**src/rtl/rom_reader.sv**
```systemverilog
// rom_reader: streams a burst of ROM words out over a valid/ready interface.
// Latency: first address the cycle after start, first out_valid one cycle after that, then one word per cycle.
// Backpressure: a read is issued only while FIFO count plus in-flight reads is below FIFO_DEPTH.
// Optional checksum output enabled by defining ROM_READER_CHECKSUM_EN.

// rom_reader_fifo: power-of-two circular buffer with a count.
// Latency: a pushed word is visible at the head on the next cycle.
// Backpressure: a push into a full buffer is dropped unless a pop happens in the same cycle.
module rom_reader_fifo #(
    parameter int WIDTH = 8,
    parameter int DEPTH = 4
) (
    input  logic                     clk,
    input  logic                     rst,
    input  logic                     push_vld,
    input  logic [WIDTH-1:0]         push_dat,
    input  logic                     pop_rdy,
    output logic                     head_vld,
    output logic [WIDTH-1:0]         head_dat,
    output logic [$clog2(DEPTH):0]   count
);
    localparam int PW = $clog2(DEPTH);
    localparam logic [PW:0]   FULL_CNT = (PW+1)'(DEPTH);
    localparam logic [PW:0]   ONE_CNT  = (PW+1)'(1);
    localparam logic [PW-1:0] ONE_PTR  = PW'(1);

    logic [WIDTH-1:0] mem [DEPTH];
    logic [PW-1:0]    wr_ptr;
    logic [PW-1:0]    rd_ptr;
    logic             push;
    logic             pop;

    assign head_vld = (count != '0);
    assign pop      = head_vld && pop_rdy;
    assign push     = push_vld && ((count != FULL_CNT) || pop);
    // Empty head reads as zero so the stream data is clean after reset.
    assign head_dat = head_vld ? mem[rd_ptr] : '0;

    always_ff @(posedge clk or posedge rst) begin
        if (rst) begin
            wr_ptr <= '0;
            rd_ptr <= '0;
            count  <= '0;
        end else begin
            if (push) wr_ptr <= wr_ptr + ONE_PTR;
            if (pop)  rd_ptr <= rd_ptr + ONE_PTR;
            case ({push, pop})
                2'b10:   count <= count + ONE_CNT;
                2'b01:   count <= count - ONE_CNT;
                default: count <= count;
            endcase
        end
    end

    always_ff @(posedge clk) begin
        if (push) mem[wr_ptr] <= push_dat;
    end
endmodule

// rom_reader top: IDLE/ISSUE/DRAIN burst controller around a latency-1 ROM.
// Latency: start -> address 1 cycle, -> out_valid 2 cycles; done in the cycle after the last word is taken.
// Backpressure: out_ready stalls the head; reads pause when the buffer plus in-flight read is full.
module rom_reader #(
    parameter int DATA_WIDTH = 8,
    parameter int ADDR_WIDTH = 7,
    parameter int FIFO_DEPTH = 4
) (
    input  logic                  clock0,
    input  logic                  reset,
    input  logic                  start,
    input  logic [ADDR_WIDTH-1:0] base_addr,
    input  logic [ADDR_WIDTH:0]   length,
    output logic [ADDR_WIDTH-1:0] address,
    input  logic [DATA_WIDTH-1:0] data,
    output logic [DATA_WIDTH-1:0] out_data,
    output logic                  out_valid,
    input  logic                  out_ready,
    output logic                  busy,
    output logic                  done
`ifdef ROM_READER_CHECKSUM_EN
    ,
    output logic [DATA_WIDTH-1:0] checksum
`endif
);
    localparam int CW = $clog2(FIFO_DEPTH) + 1;
    localparam logic [ADDR_WIDTH:0]   LEN_ONE  = (ADDR_WIDTH+1)'(1);
    localparam logic [ADDR_WIDTH-1:0] ADDR_ONE = ADDR_WIDTH'(1);
    localparam logic [CW:0]           OCC_MAX  = (CW+1)'(FIFO_DEPTH);

    typedef enum logic [1:0] {
        IDLE  = 2'd0,
        ISSUE = 2'd1,
        DRAIN = 2'd2
    } state_t;

    state_t                state_q;
    state_t                state_d;
    logic [ADDR_WIDTH-1:0] addr_q;
    logic [ADDR_WIDTH-1:0] addr_d;
    logic [ADDR_WIDTH:0]   remain_q;
    logic [ADDR_WIDTH:0]   remain_d;
    logic                  inflight_q;
    logic                  zero_done_q;
    logic                  issue;
    logic                  zero_start;
    logic                  drain_done;
    logic [CW-1:0]         fifo_count;
    logic [CW:0]           occupancy;
    logic                  room;

    // The ROM answers one cycle after the address register changes, so an
    // in-flight read always lands in the buffer on the following edge.
    rom_reader_fifo #(
        .WIDTH (DATA_WIDTH),
        .DEPTH (FIFO_DEPTH)
    ) u_fifo (
        .clk      (clock0),
        .rst      (reset),
        .push_vld (inflight_q),
        .push_dat (data),
        .pop_rdy  (out_ready),
        .head_vld (out_valid),
        .head_dat (out_data),
        .count    (fifo_count)
    );

    assign occupancy = {1'b0, fifo_count} + {{CW{1'b0}}, inflight_q};
    assign room      = (occupancy < OCC_MAX);

    always_comb begin
        state_d    = state_q;
        addr_d     = addr_q;
        remain_d   = remain_q;
        issue      = 1'b0;
        zero_start = 1'b0;
        drain_done = 1'b0;
        case (state_q)
            IDLE: begin
                // The first address goes out on the accepting edge itself.
                if (start) begin
                    if (length != '0) begin
                        state_d  = ISSUE;
                        issue    = 1'b1;
                        addr_d   = base_addr;
                        remain_d = length - LEN_ONE;
                    end else begin
                        zero_start = 1'b1;
                    end
                end
            end
            ISSUE: begin
                if (remain_q == '0) begin
                    state_d = DRAIN;
                end else if (room) begin
                    issue    = 1'b1;
                    addr_d   = addr_q + ADDR_ONE;
                    remain_d = remain_q - LEN_ONE;
                end
            end
            DRAIN: begin
                if ((fifo_count == '0) && !inflight_q) begin
                    drain_done = 1'b1;
                    state_d    = IDLE;
                end
            end
            default: state_d = IDLE;
        endcase
    end

    always_ff @(posedge clock0 or posedge reset) begin
        if (reset) begin
            state_q     <= IDLE;
            addr_q      <= '0;
            remain_q    <= '0;
            inflight_q  <= 1'b0;
            zero_done_q <= 1'b0;
        end else begin
            state_q     <= state_d;
            addr_q      <= addr_d;
            remain_q    <= remain_d;
            inflight_q  <= issue;
            zero_done_q <= zero_start;
        end
    end

    assign address = addr_q;
    assign done    = drain_done || zero_done_q;
    assign busy    = (state_q != IDLE) && !drain_done;

`ifdef ROM_READER_CHECKSUM_EN
    // Start and output pops never coincide: the buffer is empty in IDLE.
    always_ff @(posedge clock0 or posedge reset) begin
        if (reset) begin
            checksum <= '0;
        end else if ((state_q == IDLE) && start) begin
            checksum <= '0;
        end else if (out_valid && out_ready) begin
            checksum <= checksum + out_data;
        end
    end
`endif
endmodule

```
**config.mk**
```make
export PLATFORM = sky130hd
export DESIGN_NAME = rom_reader
export DESIGN_NICKNAME = d
export VERILOG_FILES = /design/src/rtl/rom_reader.sv
export SDC_FILE = /design/constraint.sdc
export NUM_CORES = 1
export LEC_CHECK = 0
export ABC_CLOCK_PERIOD_IN_PS = 2700
export CORE_MARGIN = 5
export CORE_UTILIZATION = 54
export CTS_BUF_LIST = sky130_fd_sc_hd__clkbuf_16
export CTS_CLUSTER_DIAMETER = 200
export DETAILED_ROUTE_END_ITERATION = 6
export GPL_TIMING_DRIVEN = 0
export PLACE_DENSITY = 0.89
export SETUP_SLACK_MARGIN = 0.15
export SKIP_LAST_GASP = 1
export SYNTH_ARGS = -nofsm -noshare
export SYNTH_HDL_FRONTEND = slang
export SYNTH_SLANG_ARGS = --single-unit
```
**constraint.sdc**
```tcl
create_clock -name clock0 -period 2.7 [get_ports clock0]
set_input_delay 0.27 -clock clock0 [delete_from_list [all_inputs] [get_ports clock0]]
set_output_delay 0.27 -clock clock0 [all_outputs]
set_load 0.005 [all_outputs]
```
# ---- Yosys cells after proc, flatten, opt, wreduce, memory -nomap -nowiden
# Memories as Yosys holds them, arrays and structs flattened.
# Cells that the tools add are included.
dict set report totals {
  reg_bits 26
  ram_bits 32
  output_inout_bits 18
  elab_cells 76
  memories 1
}
dict set report op_classes {
  n_addsub 8
  order_cmp 1
  n_eq_ne 11
  n_mux 29
  n_reduce_logical 18
}
# memory words width read_ports rd_clocked_by_memory_dff write_ports line
set memory_table {}
lappend memory_table {u_fifo.mem 4 8 1 0 1 27} ;# logic [WIDTH-1:0] mem [DEPTH];
# cell n
set ops {}
lappend ops {{$mux 8} 5}
lappend ops {{$mux 7} 4}
lappend ops {{$pmux 8 s2} 1}
lappend ops {{$sub 8x1->8 const B} 2}
lappend ops {{$pmux 7 s2} 1}
lappend ops {{$ne 2x2->1 const B} 6}
lappend ops {{$mux 1} 11}
lappend ops {{$logic_not 8->1} 1}
lappend ops {{$mux 2} 4}
lappend ops {{$reduce_bool 8->1} 1}
lappend ops {{$add 7x1->7 const B} 1}
lappend ops {{$pmux 2 s3} 1}
lappend ops {{$pmux 3 s2} 1}
lappend ops {{$reduce_bool 2->1} 3}
lappend ops {{$reduce_and 5->1} 1}
lappend ops {{$add 2x1->2 const B} 2}
lappend ops {{$add 3x1->4} 1}
lappend ops {{$eq 2x1->1 const B} 2}
lappend ops {{$eq 2x2->1 const B} 2}
lappend ops {{$logic_and 1x1->1} 4}
lappend ops {{$lt 4x3->1 const B} 1}
lappend ops {{$reduce_and 4->1} 1}
lappend ops {{$add 3x1->3 const B} 1}
lappend ops {{$logic_not 3->1} 1}
lappend ops {{7 further kinds} 9}

# ---- Depth between registers and ports, before layout
# Gate-level depths: netlist (run 1).
dict set report depth {
  depth_word 6
  depth_mapped 10
  mapped_depth_nobuf 9
}

# ---- By module
# A second synthesis (run 1) with hierarchy kept.
dict set report unflattened {
  hier_cells 249
  hier_area_um2 2967.8
}
# mod n_inst cells_per_inst area_per_inst_um2
set by_module_without_submodules {}
lappend by_module_without_submodules {rom_reader_fifo 1 106 1729.2}
lappend by_module_without_submodules {rom_reader 1 143 1238.7}

# ---- Least setup slack after synthesis (run 1)
# No wires, ideal clock.
dict set report synth_path {
  kind {flip-flop to flip-flop}
  from {register state_q[0]}
  to {register remain_q[4]}
  setup_ns 0.136
  arrival_time_ns 1.884
  slack_ns 0.681
  stages_incl_launch_ff 8
  n_path_buf 1
  synth_period_minus_slack_ns 2.019
  path_cell_list {dfrtp_1 -> nor2b_1 -> buf_2 -> mux2i_1 -> ha_1 -> nand2b_1 -> a2111oi_0 -> nor3_1}
}
dict set report synth_via {
  elab_chain_cells 3
}
# item line
set synth_lines {}
lappend synth_lines {{from (decl)} 96} ;# state_t state_q;
lappend synth_lines {{from (signal assigned)} 178} ;# state_q <= state_d;
lappend synth_lines {{$eq 2x1->1 / $logic_not 2->1 (equally long branches)} 137} ;# case (state_q)
lappend synth_lines {{$ne 2x2->1 (no line) / $reduce_bool 2->1 (equally long branches)} --}
lappend synth_lines {{$reduce_and 5->1 (no line)} --}
lappend synth_lines {{to (signal assigned)} 180} ;# remain_q <= remain_d;
lappend synth_lines {{to (decl)} 100} ;# logic [ADDR_WIDTH:0] remain_q;
# Several ways; a longest one is shown, not always the timed one.
# A chain may end at the register's enable or synchronous reset.

# ---- Final worst setup path (run 1)
dict set report layout_path {
  from {register u_fifo.rd_ptr[0]}
  to {output port out_data[0]}
}
dict set report layout_via {
  elab_chain_cells 2
}
# item line
set layout_lines {}
lappend layout_lines {{from (decl)} 29} ;# logic [PW-1:0] rd_ptr;
lappend layout_lines {{from (signal assigned)} 46} ;# if (pop) rd_ptr <= rd_ptr + ONE_PTR;
lappend layout_lines {{$mem_v2 4x8} --}
lappend layout_lines {{$mux 8} 37} ;# assign head_dat = head_vld ? mem[rd_ptr] : '0;
lappend layout_lines {{to (decl)} 75} ;# output logic [DATA_WIDTH-1:0] out_data,
# Every way passes these cells.

==> results of run 1 <==
[final timing paths]
kind                                                 to  depth (start not counted)                         start
setup / recovery                            out_data[0]                          4  u_fifo.rd_ptr[0]$_DFFE_PP0N_
hold / removal             u_fifo.rd_ptr[1]$_DFFE_PP0N_                          3                     out_ready
setup reg to reg                remain_q[4]$_DFFE_PP0P_                          7        state_q[0]$_DFFE_PP0P_
hold reg to reg                 remain_q[0]$_DFFE_PP0P_                          2       remain_q[0]$_DFFE_PP0P_
max in group asynchronous  u_fifo.wr_ptr[0]$_DFFE_PP0P_                          2                         reset
min in group asynchronous         zero_done_q$_DFF_PP0_                          2                         reset
[logic make-up (layout without fill, tap and decap cells)]
group / Yosys count / count (layout) / synth area share
AND/OR/NAND/NOR: 92 / 92 / 0.158
flip-flops: 58 / 58 / 0.534
AO/OA/AOI/OAI: 56 / 56 / 0.132
buffers and inverters: 26 / 84 / 0.0443
multiplexers: 15 / 15 / 0.0829
adder cells (fa/ha/maj): 7 / 7 / 0.0315
XOR/XNOR: 6 / 6 / 0.0174
[Yosys cell counts (all sizes together) (2+ instances only)]
library cell / instances / share of area
edfxtp: 32 / 0.32
dfrtp: 26 / 0.22
nor2: 20 / 0.025
nand2: 18 / 0.022
o21ai: 18 / 0.030
a21oi: 15 / 0.027
inv: 13 / 0.017
and2: 12 / 0.025
nor3: 9 / 0.015
mux4: 8 / 0.060
buf: 7 / 0.020
mux2i: 7 / 0.023
clkbuf: 6 / 0.0075
ha: 6 / 0.025
nand3: 6 / 0.0099
a31oi: 5 / 0.015
and3: 5 / 0.011
nand2b: 5 / 0.010
nor4: 5 / 0.010
or3: 4 / 0.0087
xnor2: 4 / 0.012
a211oi: 3 / 0.0091
o22ai: 3 / 0.0062
or4: 3 / 0.0091
a2111oi: 2 / 0.0058
a2bb2oi: 2 / 0.0058
nor2b: 2 / 0.0041
o31a: 2 / 0.0087
xor2: 2 / 0.0058
[area by class of cell]
cell class | count | area (µm²) | area share
clock inverter | 6 | 82.6 | 0.0214
multi-input combinational | 176 | 1280 | 0.331
inverter | 13 | 51.3 | 0.0133
timing repair buffer | 43 | 430 | 0.112
tap | 72 | 90.1 | 0.0234
sequential | 58 | 1610 | 0.418
clock buffer | 9 | 225 | 0.0585
buffer | 13 | 85.1 | 0.0221
[power breakdown]
part / total [mW] / switching, mW / internal [mW]
clock: 1.17 / 0.379 / 0.794
sequential: 1.47 / 0.238 / 1.24
combinational: 2.05 / 1.03 / 1.01
total: 4.69 / 1.65 / 3.04
[state kept, by name, summed over array words and instances (netlist names)]
signal / cells
address: 7
inflight_q: 1
remain_q: 8
state_q: 2
u_fifo.count: 3
u_fifo.mem: 32
u_fifo.rd_ptr: 2
u_fifo.wr_ptr: 2
zero_done_q: 1
[through the flow]
stage / setup slack (ns) / instance area (µm²) / std cells / hold WS [ns] / utilization
2_1_floorplan: 0.681 / 3020 / 260 / 0.310 / -
3_3_place_gp: 0.0721 / 3540 / 375 / 0.508 / 0.647
3_5_place_dp: 0.0511 / 3540 / 375 / 0.517 / 0.647
4_1_cts: 0.258 / 3850 / 390 / 0.379 / 0.703
5_1_grt: 0.179 / 3850 / 390 / 0.419 / 0.704
6_report: 0.304 / 3850 / 390 / 0.373 / 0.704
[critical path, stage by stage (launching register included)]
cell,delay (ns)
dfrtp_1,0.32
clkbuf_2,0.31
mux4_2,0.54
and2_1,0.18
clkdlybuf4s50_1,0.45
[routing by layer]
layer,part of all wire,GRT usage,routed length (µm),vias up
met5,0,0,0,-
met4,0.016,0.0691,108,0
met3,0.064,0.0589,428,13
met2,0.51,0.345,3420,88
met1,0.41,0.250,2710,1129
li1,-,-,-,1070
[repair_timing]
action	4_1_cts	5_1_grt
buffers inserted	0	0
gates resized for setup	1	3
endpoints found under the setup margin	8	3
pin swaps	0	0
==> metrics.md, run 1 <==
| Metric | Value |
|---|---|
| Worst EP required | 2.43 ns |
| Core area | 0.00547 mm² |
| Total track usage | 0.204 |
| Relative slew slack | 0.334 |
| Setup CP Type | flip-flop to output port |
| Remaining Overflow, GRT | 0 |
| Total power | 4.69 mW |
| Hold_buf cts | 0 |
| Syn_nets | 294 |
| Worst-path clk slew | 0.05 ns |
| Vias in the first global route | 2417 |
| CTS buffer count | 9 |
| Worst setup EP type | output port |
| Row count | 27 |
| Vias | 2300 |
| Die Y | 84.8 µm |
| Area delta synth->final | 27.6% |
| Worst hold path class | input pin to flip-flop |
| Pleak | 1.45 nW |
| PortBufs | 43 |
| Tightest Pin Transition | 0.998 ns |
| Max Root-Sink Buffers | 2 |
| WL final | 6670 µm |
| Inserted Diodes | 0 |
| Die area | 0.00719 mm² |
| Cell Area, Synth | 0.00302 mm² |
| FF+latch count, synth | 58 |
| Initial drt markers | 154 |
| Crit path DAT | 2.13 ns |
| Fin. Hold Viols | 0 |
| Filler instances | 386 |
| Post-DRT Antenna Nets | 0 |
| Initial antenna violation count | 0 |
| Clock latency on the worst-skew pair | 0.32 ns |
| Clock Skews | 0.00348 ns |
| Root Driver | clkbuf_16 |
| H-Tree Depth | 3 |
| Share of synthesized registers carrying an async set or reset | 0.448 |
| Yosys warns | 0 |
| Period utilization | 0.888 |
| Pwr/cell area | 1220 mW/mm² |
| Crit start category | flip-flop |
| Initial Utilization | 0.552 |
| Worst R2R Setup Slack | 0.34 ns |
| RSZ-0062 raised after global routing | false |
| Final setup viols | 0 |
| Share of layout cells above drive strength 1 | 0.138 |
| Post-synth EDFFs | 32 |
| CTS tree | yes |
| Fmax | 417 MHz |
| Most frequent cells in the layout | 43 x clkdlybuf4s50_1, 32 x edfxtp_1, 26 x dfrtp_1, 20 x nor2_1 |
| First-pass GRT wire length | 11500 µm |
| Status | finished, final reports clean |
| Final net count | 348 |
| Most common cell after layout, fill and taps aside | clkdlybuf4s50_1 |
| Setup TNS | 0 ns |
| Drt first pass iters | 4 |
| Die width | 84.8 µm |
| CTS Sinks | 58 |
| Syn Inst Count | 260 |
| Placer Congestion | 0.886 |
| Seq/Total Area, Yosys | 0.534 |
| IO Count | 45 |
| Max VDD drop | 747 µV |
| Largest net degree at the start of global routing | 27 |
| Critical-path maximum fanout | 10 |
| Minimum clock period after layout | 2.40 ns |
| DRC Markers | 0 |
| Via density | 5.90 |
| Routed len/inst | 17.1 µm |
| Most used DFF post-synth | edfxtp_1 |
| Dpl hpwl | 4520 µm |
| Max-Cap Viols | 0 |
| Synth unique cells | 49 |
| Syn avg cell area | 11.6 µm² |
| Max-slew violation count | 0 |
Note: power is estimated with default switching activity, not from simulation.
==> run 2, diff against run 1 <==
CORE_UTILIZATION = 55   (was 54)
CTS_BUF_LIST = sky130_fd_sc_hd__clkbuf_2   (was sky130_fd_sc_hd__clkbuf_16)
GPL_TIMING_DRIVEN = not set   (was 0)
HOLD_SLACK_MARGIN = 0.1   (was not set)
PLACE_DENSITY = 0.9   (was 0.89)
==> metrics.md, run 2 (same netlist as run 1, synthesis figures left out) <==
| Metric | Value |
|---|---|
| Share of layout cells above drive strength 1 | 0.146 |
| Die Y | 84.1 µm |
| Worst-path clk slew | 0.19 ns |
| Max VDD drop | 575 µV |
| Drt first pass iters | 4 |
| Setup TNS | 0 ns |
| Most frequent cells in the layout | 44 x clkdlybuf4s50_1, 32 x edfxtp_1, 25 x dfrtp_1, 20 x nor2_1 |
| Final net count | 344 |
| Pleak | 1.39 nW |
| Dpl hpwl | 4600 µm |
| Max reg flops | 32 |
| Fmax | 410 MHz |
| Worst R2R Setup Slack | 0.51 ns |
| Via density | 5.79 |
| IO Count | 45 |
| Clock latency on the worst-skew pair | 0.48 ns |
| First-pass GRT wire length | 10800 µm |
| Total power | 4.13 mW |
| CTS Sinks | 58 |
| Net Sw Frac | 0.383 |
| Max Root-Sink Buffers | 2 |
| NetSw | 1.58 mW |
| Placer Congestion | 0.830 |
| Max-Cap Viols | 0 |
| PortBufs | 44 |
| Relative slew slack | 0.710 |
| Total track usage | 0.193 |
| Biggest register | u_fifo.mem |
| Cell internal pwr | 2.55 mW |
| Pwr/cell area | 1120 mW/mm² |
| Largest net degree at the start of global routing | 27 |
| RSZ-0062 raised after global routing | false |
| Initial antenna violation count | 0 |
| Row count | 27 |
| DRC Markers | 0 |
| H-Tree Depth | 3 |
| Critical-path maximum fanout | 5 |
| Period utilization | 0.903 |
| Worst setup EP type | output port |
| Most common cell after layout, fill and taps aside | clkdlybuf4s50_1 |
| WL final | 6460 µm |
| Fin. Hold Viols | 0 |
| Max-slew violation count | 0 |
| Crit path DAT | 2.17 ns |
| Routed len/inst | 16.7 µm |
| Root Driver | clkbuf_2 |
| CTS buffer count | 9 |
| Sequential share of power | 0.367 |
| Final setup viols | 0 |
| Initial drt markers | 132 |
| Minimum clock period after layout | 2.44 ns |
| Clock share of power | 0.163 |
| Die area | 0.00707 mm² |
| Vias | 2241 |
| CTS tree | yes |
| Core area | 0.00541 mm² |
| Initial Utilization | 0.559 |
| Remaining Overflow, GRT | 0 |
| Tightest Pin Transition | 0.423 ns |
| Post-DRT Antenna Nets | 0 |
| Final core occ | 0.683 |
| Crit start category | flip-flop |
| Worst EP required | 2.43 ns |
| Status | finished, final reports clean |
| Area delta synth->final | 22.3% |
| Clock Skews | 0.0209 ns |
| Vias in the first global route | 2374 |
| Worst hold path class | input pin to asynchronous set/reset pin |
| Inserted Diodes | 0 |
| Die width | 84.1 µm |
| Setup CP Type | flip-flop to output port |
| Logic pwr share | 0.471 |
==> run 2: cell types whose count changed in the layout (fill, tap and decap cells not counted), sizes merged <==
cell	delta
clkbuf	-6
buf	+1
clkdlybuf4s50	+1
clkinv	+1
clkinvlp	-1
inv	+1
==> run 2: worst max-delay path, stage by stage, from the launching register on <==
cell	delay [ns]
dfrtp_2	0.44
buf_6	0.15
mux4_2	0.50
and2_1	0.17
clkdlybuf4s50_1	0.44
==> run 2: worst paths after layout <==
check / from / endpoint / depth (start not counted)
min reg2reg: remain_q[0]$_DFFE_PP0P_ / remain_q[0]$_DFFE_PP0P_ / 2
max in group asynchronous: reset / u_fifo.rd_ptr[0]$_DFFE_PP0N_ / 3
min in group clock0: base_addr[1] / address[1]$_DFFE_PP0P_ / 3
max: u_fifo.rd_ptr[0]$_DFFE_PP0N_ / out_data[2] / 4
min: reset / remain_q[5]$_DFFE_PP0P_ / 3
max reg2reg: remain_q[5]$_DFFE_PP0P_ / remain_q[6]$_DFFE_PP0P_ / 6
==> run 2: repair_timing <==
action	4_1_cts	5_1_grt
hold buffers	0	0
buffers inserted	1	0
setup endpoints to repair	5	2
cloned	0	0
resized for setup	1	1
hold endpoints to repair	0	0
pin swaps	0	0
==> run 2: power by group through the flow <==
stage	logic, mW	clock network, mW	registers [mW]
floorplan	1.34	0	1.41
finish	1.94	0.671	1.51
CTS	1.95	0.686	1.51
global route	2.14	0.724	1.55
global placement	1.80	0	1.52
detailed placement	1.89	0	1.53
==> run 2: metrics by stage <==
step	setup slack (ns)	hold slack, ns	instance area [µm²]	std cells
2_1_floorplan	0.681	0.310	3020	260
3_3_place_gp	0.313	0.511	3520	370
3_5_place_dp	0.284	0.513	3520	370
4_1_cts	0.193	0.105	3690	387
5_1_grt	0.165	0.114	3690	387
6_report	0.262	0.115	3690	387
==> run 2: cell type report <==
type | instances | area [µm²]
Clock buffer | 9 | 45.0
Clock inverter | 7 | 103
Fill cell | 400 | 1710
Inverter | 13 | 51.3
Multi-Input combinational cell | 176 | 1270
Sequential cell | 58 | 1610
Tap cell | 72 | 90.1
Timing Repair Buffer | 52 | 517
==> run 2: per-layer routing <==
| metal | GRT usage | wire (µm) | up-vias |
|---|---|---|---|
| met5 | 0 | 0 | - |
| met2 | 0.353 | 3480 | 75 |
| met4 | 0.0775 | 94 | 0 |
| li1 | - | - | 1059 |
| met3 | 0.0464 | 336 | 9 |
| met1 | 0.211 | 2550 | 1098 |
==> run 3, diff against run 2 <==
GPL_TIMING_DRIVEN = 0   (was not set)
TNS_END_PERCENT = 5   (was not set)
==> metrics.md, run 3 (same netlist as run 1, synthesis figures left out) <==
| Metric | Value |
|---|---|
| Setup TNS | 0 ns |
| Most frequent cells in the layout | 43 x clkdlybuf4s50_1, 32 x edfxtp_1, 25 x dfrtp_1, 20 x nor2_1 |
| Fin. Hold Viols | 0 |
| Inserted Diodes | 0 |
| Placed cells | 375 |
| First-pass GRT wire length | 11100 µm |
| Core area | 0.00541 mm² |
| CP max stage delay | 0.53 ns |
| Total power | 4.03 mW |
| Row count | 27 |
| Max-Cap Viols | 0 |
| Worst EP required | 2.43 ns |
| Die width | 84.1 µm |
| Max VDD drop | 699 µV |
| Initial Utilization | 0.559 |
| Worst hold path class | input pin to flip-flop |
| Root Driver | clkbuf_2 |
| Relative slew slack | 0.321 |
| WHS | 0.258 ns |
| DP Area | 0.00354 mm² |
| Worst-path clk slew | 0.16 ns |
| CP Buf/Inv Count | 2 |
| Area delta synth->final | 21.9% |
| Tightest Pin Transition | 1.02 ns |
| Placer Congestion | 0.862 |
| Clock latency on the worst-skew pair | 0.47 ns |
| Minimum clock period after layout | 2.46 ns |
| Filler instances | 393 |
| Remaining Overflow, GRT | 0 |
| Initial drt markers | 241 |
| PortBufs | 43 |
| Biggest register | u_fifo.mem |
| Hold_buf cts | 0 |
| Total track usage | 0.199 |
| Clock Skews | 0.0260 ns |
| Worst setup EP type | output port |
| Max Root-Sink Buffers | 2 |
| CP Cell Sequence | clkbuf_8 > mux4_2 > and2_1 > clkdlybuf4s50_1 |
| Period utilization | 0.911 |
| Cell family with most CP delay | buffers and inverters |
| Post-DRT Antenna Nets | 0 |
| Final setup viols | 0 |
| Crit path DAT | 2.19 ns |
| Pre-CTS WS | 0.0722 ns |
| Final net count | 350 |
| Via density | 5.93 |
| Setup CP Type | flip-flop to output port |
| IO Count | 45 |
| Pwr/cell area | 1100 mW/mm² |
| Vias in the first global route | 2296 |
| Critical-path maximum fanout | 10 |
| H-Tree Depth | 3 |
| Final WS setup | 0.240 ns |
| Pleak | 1.39 nW |
| WL final | 6600 µm |
| Share of layout cells above drive strength 1 | 0.162 |
| CTS buffer count | 9 |
| Most common cell after layout, fill and taps aside | clkdlybuf4s50_1 |
| Fmax | 407 MHz |
| RSZ-0062 raised after global routing | true |
| Final core occ | 0.681 |
| Final std cells w/o fill | 393 |
| Die area | 0.00707 mm² |
| Vias | 2332 |
| Crit start category | flip-flop |
| Max reg flops | 32 |
| Routed len/inst | 16.8 µm |
| Dpl hpwl | 4760 µm |
| Fin area | 0.00368 mm² |
| Max-slew violation count | 0 |
| Die Y | 84.1 µm |
| CP max-delay cell | mux4_2 |
| Initial antenna violation count | 0 |
| Drt first pass iters | 5 |
| Largest net degree at the start of global routing | 27 |
| CTS tree | yes |
| Status | finished, final reports clean |
| DRC Markers | 0 |
| CTS Sinks | 58 |
[run 3: cell types whose count changed in the layout (fill, tap and decap cells not counted), sizes merged]
cell	previous run	this run
clkbuf	9	15
clkinv	3	6
clkdlybuf4s50	44	43
bufinv	2	0
buf	8	9
inv	14	13
[run 3: path summary, 6_finish.rpt]
check | from | to | slack (ns) | cells past startpoint
min in group asynchronous | reset | remain_q[1]$_DFFE_PP0P_ | 0.30 | 2
hold reg to reg | remain_q[0]$_DFFE_PP0P_ | remain_q[0]$_DFFE_PP0P_ | 0.55 | 2
hold / removal | out_ready | u_fifo.rd_ptr[0]$_DFFE_PP0N_ | 0.26 | 3
setup / recovery | u_fifo.rd_ptr[0]$_DFFE_PP0N_ | out_data[3] | 0.24 | 4
max in group asynchronous | reset | u_fifo.count[2]$_DFFE_PP0P_ | 1.71 | 2
setup reg to reg | state_q[0]$_DFFE_PP0P_ | remain_q[4]$_DFFE_PP0P_ | 0.32 | 7
[run 3: power breakdown]
part | total [mW] | switching [mW] | leakage (nW) | internal (mW)
Sequential | 1.46 | 0.228 | 0.599 | 1.23
Combinational | 2.09 | 1.04 | 0.728 | 1.05
Clock | 0.480 | 0.353 | 0.0620 | 0.127
[run 3: cell type report]
class                   count  area, µm²  area share
clock buffers               9       45.0      0.0122
multi-input cells         176       1280       0.348
flip-flops and latches     58       1610       0.438
inverters                  13       51.3      0.0139
clock inverters             7       56.3      0.0153
repair buffers             45        445       0.121
well taps                  72       90.1      0.0245
plain buffers              13       97.6      0.0265
[run 3: tightest hold or removal path, cell delays in order]
cell and delay, ns:
clkbuf_1 0.20, nand2_1 0.14, xnor2_1 0.07
[run 3: routing by layer]
layer	up-vias	routed length, µm	GRT usage
met2	97	3440	0.331
met5	-	0	0
met4	0	112	0.0760
li1	1078	-	-
met1	1147	2620	0.253
met3	10	426	0.0474
[run 3: repair_timing]
action,in CTS,in global routing
setup endpoints to repair,8,11
buffers inserted,0,2
resized for setup,5,5
